$ cat src/rtl/bus_ctrl.sv
// Peripheral bus sequencer: latches one MEM-stage bus access, runs a req/ack handshake with timeout, stalls the pipe meanwhile.
// Latency: stall from the access cycle until ack (min 2 cycles) or TIMEOUT+1 cycles on timeout; result registered.
// Backpressure: single outstanding transaction; stall_bus holds the pipeline, request inputs ignored outside IDLE.
module bus_ctrl #(
    parameter int TIMEOUT = 16,
    parameter int DATA_W  = 32
) (
    input  logic              clk,
    input  logic              rst_n,
    input  logic              m_sel,
    input  logic              mem_we_M,
    input  logic              mem_re_M,
    input  logic [DATA_W-1:0] addr_bus,
    input  logic [DATA_W-1:0] wdata_M,
    output logic              bus_req,
    output logic              bus_we,
    output logic [DATA_W-1:0] bus_addr,
    output logic [DATA_W-1:0] bus_wdata,
    input  logic [DATA_W-1:0] bus_rdata,
    input  logic              bus_ack,
    output logic              stall_bus,
    output logic [DATA_W-1:0] rdata_bus,
    output logic              bus_err
);

    typedef enum logic [1:0] {IDLE, REQ, DONE, ERR} state_t;

    localparam int CNT_W = (TIMEOUT > 1) ? $clog2(TIMEOUT) : 1;
    localparam logic [CNT_W-1:0] CNT_LAST = CNT_W'(TIMEOUT - 1);

    state_t              state_q, state_d;
    logic [CNT_W-1:0]    cnt_q, cnt_d;
    logic                we_q, we_d;
    logic [DATA_W-1:0]   addr_q, addr_d;
    logic [DATA_W-1:0]   wdata_q, wdata_d;
    logic [DATA_W-1:0]   rdata_q, rdata_d;
    logic                access;

    assign access = m_sel & (mem_we_M | mem_re_M);

    always_comb begin
        state_d = state_q;
        cnt_d   = cnt_q;
        we_d    = we_q;
        addr_d  = addr_q;
        wdata_d = wdata_q;
        rdata_d = rdata_q;
        case (state_q)
            IDLE: begin
                if (access) begin
                    addr_d  = addr_bus;
                    wdata_d = wdata_M;
                    we_d    = mem_we_M;
                    cnt_d   = '0;
                    state_d = REQ;
                end
            end
            REQ: begin
                // Ack takes priority, even on the final timeout cycle.
                if (bus_ack) begin
                    rdata_d = bus_rdata;
                    state_d = DONE;
                end else if (cnt_q == CNT_LAST) begin
                    rdata_d = '0;
                    state_d = ERR;
                end else begin
                    cnt_d = cnt_q + CNT_W'(1);
                end
            end
            DONE:    state_d = IDLE;
            ERR:     state_d = IDLE;
            default: state_d = IDLE;
        endcase
    end

    always_ff @(posedge clk) begin
        if (!rst_n) begin
            state_q <= IDLE;
            cnt_q   <= '0;
            we_q    <= 1'b0;
            addr_q  <= '0;
            wdata_q <= '0;
            rdata_q <= '0;
        end else begin
            state_q <= state_d;
            cnt_q   <= cnt_d;
            we_q    <= we_d;
            addr_q  <= addr_d;
            wdata_q <= wdata_d;
            rdata_q <= rdata_d;
        end
    end

    // Stall covers the access cycle itself so the MEM stage freezes before REQ starts.
    assign stall_bus = rst_n & ((state_q == REQ) | ((state_q == IDLE) & access));
    assign bus_req   = (state_q == REQ);
    assign bus_we    = (state_q == REQ) & we_q;
    assign bus_addr  = addr_q;
    assign bus_wdata = wdata_q;
    assign rdata_bus = rdata_q;
    assign bus_err   = (state_q == ERR);

endmodule

$ cat config.mk
export PLATFORM = sky130hd
export DESIGN_NAME = bus_ctrl
export DESIGN_NICKNAME = d
export VERILOG_FILES = /design/src/rtl/bus_ctrl.sv
export SDC_FILE = /design/constraint.sdc
export NUM_CORES = 1
export LEC_CHECK = 0
export ABC_AREA = 0
export CAP_MARGIN = 10
export CORE_UTILIZATION = 42
export DETAILED_ROUTE_END_ITERATION = 8
export PLACE_DENSITY = 0.95
export SYNTH_ARGS = -nofsm -noshare
export SYNTH_HDL_FRONTEND = slang
export SYNTH_SLANG_ARGS = --single-unit
$ cat constraint.sdc
create_clock -name clk -period 4 [get_ports clk]
set_input_delay 0.6 -clock clk [delete_from_list [all_inputs] [get_ports clk]]
set_output_delay 0.6 -clock clk [all_outputs]
set_load 0.03 [all_outputs]
==> flow_metrics.py <==
metrics = {
    "sta": {
        "min_period_ps": 3000,
        "fin_ws_ps": 1000,
        "finalSetupViolCount": 0,
        "rsz0062_at_grt": "no",
        "max_slew_margin": 0.540,
        "fmax_ghz": 0.333,
        "tightestPinTransition_ps": 690,
        "finalSetupTns_ps": 0,
        "slew_violations": 0,
        "report.final.hold_viol_count": 0,
        "clock_skew_ps": 15.4,
        "finalCritPeriodShare": 0.750,
    },
    "worst_setup_path": {
        "crit_arrival_ps": 2400,
        "rr_startpoint": "state_q[0]$_SDFFE_PN0P_",
        "critPathKind": "in -> out",
        "crit_start": "m_sel",
        "crit_path_end_kind": "output port",
        "critical_path.max_fanout": 2,
        "required_ps": 3400,
        "worstSetupStartpointType": "input pin",
    },
    "yosys": {
        "syn-instance-count": 410,
        "syn_avg_cell_area_um2": 9.38,
        "yosysSeqAreaShare": 0.536,
        "synth-seq-cells": 103,
        "ys_types": 34,
        "yosys_warnings": 0,
        "syn-cell-area_um2": 3850,
        "async_reset_ff_frac": 0,
        "yosys_most_used_dff": "dfxtp_1",
        "synth_edf_count": 0,
        "syn-num-nets": 513,
    },
    "finish": {
        "layout.cells.non_filler": 697,
        "seq_area_um2": 2060,
        "nets": 687,
        "multi_input_area_um2": 1510,
        "num-fill-cells": 710,
        "final_layout_size_suffix_gt1_frac": 0.0543,
        "antenna_cells": 0,
        "syn_to_final_growth_pct": 54.9,
        "final_cell_area_um2": 5960,
    },
    "drt": {
        "routed_via_density": 5.46,
        "wl_per_cell_um": 16.3,
        "drc": 30,
        "drt_first_pass_iters": 6,
        "drt_iter0_markers": 203,
        "routed_wl_um": 11300,
        "vias": 3804,
        "final_antenna_net_count": 0,
    },
    "status": {
        "status": "complete, but fails checks",
        "violations": "design-rule violations",
    },
    "floorplanning": {
        "core_area_um2": 8810,
        "start_util": 0.437,
        "ios": 202,
        "die_x_um": 97.7,
        "dieHeight_um": 97.7,
        "dieArea_um2": 9550,
        "placementRows": 34,
    },
    "global_route": {
        "grt_pass1_vias": 3749,
        "grtUsageTotal": 0.235,
        "grt_max_degree": 67,
        "grt_pass1_wl_um": 18200,
        "grt_overflow": 0,
        "grt_antenna_before_repair": 0,
    },
    "clocking": {
        "cts_buffers": 9,
        "cts_resized": 0,
        "cts-root-buf": "clkbuf_8",
        "cts_hold_buffers": 0,
        "post_cts_buffers": 0,
        "max-clock-path-buffers": 2,
        "cts_sinks": 103,
        "cts_tree": "yes",
        "htree_levels": 3,
        "clkLatencyLatePin_ps": 350,
        "path_clk_slew_ps": 90,
    },
    "place": {
        "hpwl_um": 7960,
        "post-place-ws_ps": 1010,
        "gp_congestion": 0.803,
        "io_buffers": 201,
        "place_area_um2": 5770,
        "place_inst": 681,
    },
    "pwr": {
        "peakVddDrop_v": 0.000334,
        "p_leak_nw": 2.12,
        "power_density_nw_per_um2": 369,
    },
    "hold_path": {
        "min_path_type": "reg -> reg",
        "hold_start": "bus_wdata[27]$_SDFFE_PN0P_",
    },
    "run": {
        "cap_violations": 0,
    },
}
[cells in the final DEF, fill, tap and decap left out, types with 3 or more instances in the layout]
master	n
a21oi_1	65
nand2_1	8
clkdlybuf4s50_1	201
o21ai_1	38
nand3_1	65
buf_4	6
dfxtp_1	103
o21ai_0	25
a22o_1	33
clkbuf_8	10
o22ai_1	3
[where the power goes]
group / internal, mW / switching (mW)
clock network: 0.257 / 0.362
registers: 1.08 / 0.0266
logic: 0.221 / 0.255
total: 1.56 / 0.644
[Yosys cell counts (2+ instances only)]
cell type	n	area, um^2
buf_2	7	35.0
o21ai_2	2	17.5
a22o_1	33	289
nand3_1	65	325
o22ai_1	3	18.8
buf_4	5	37.5
o21ai_1	38	190
dfxtp_1	103	2060
clkbuf_2	4	20.0
a21oi_1	65	325
nor2_1	3	11.3
buf_8	3	45.0
and3_1	2	12.5
and2_1	2	12.5
nand2_1	8	30.0
o21ai_0	25	125
clkbuf_1	17	63.8
o21a_1	2	15.0
or2_2	2	12.5
buf_6	7	78.8
[registers in the layout, summed over array words and instances, names as in the netlist]
name	cells
cnt_q	4
we_q	1
rdata_bus	32
bus_addr	32
state_q	2
bus_wdata	32
[stage by stage]
step | util | hold slack [ps] | total power [mW]
2_1_floorplan | - | 454 | 1.38
3_3_place_gp | 0.655 | 449 | 1.59
3_5_place_dp | 0.655 | 465 | 1.60
4_1_cts | 0.677 | 478 | 2.22
5_1_grt | 0.677 | 508 | 2.29
6_report | 0.677 | 477 | 2.20
[cell type report]
class,instances,area share
sequential,103,0.346
inverter,1,0.000630
multi-input combinational,262,0.254
tap,108,0.0227
clock buffer,11,0.0237
clock inverter,5,0.00819
timing repair buffer,207,0.345
[critical path, cell delays in order]
cell and delay, ps:
clkdlybuf4s50_1 490, or3b_4 390, nor2_1 140, o21a_1 120, clkdlybuf4s50_1 660
[cells by family after synthesis]
kind of cell,count (synthesis),share of synthesized area
AOI/OAI and AO/OA,171,0.262
adders and majority gates,1,0.00325
buffers and inverters,45,0.0748
DFF,103,0.536
muxes,1,0.00260
and+or+nand+nor,89,0.122
[layer usage]
layer	routed length (um)	track usage
met1	4370	0.270
met2	5840	0.419
met3	938	0.0727
met4	189	0.0699
met5	0	0
[worst paths after layout]
path	endpoint	slack, ps	cells after the start
hold / removal	bus_wdata[27]$_SDFFE_PN0P_	480	2
setup reg to reg	rdata_bus[7]$_SDFFE_PN0P_	2250	3
setup / recovery	stall_bus	1000	5
hold reg to reg	bus_wdata[27]$_SDFFE_PN0P_	480	2
No activity file was read; power rests on OpenSTA's default activity.
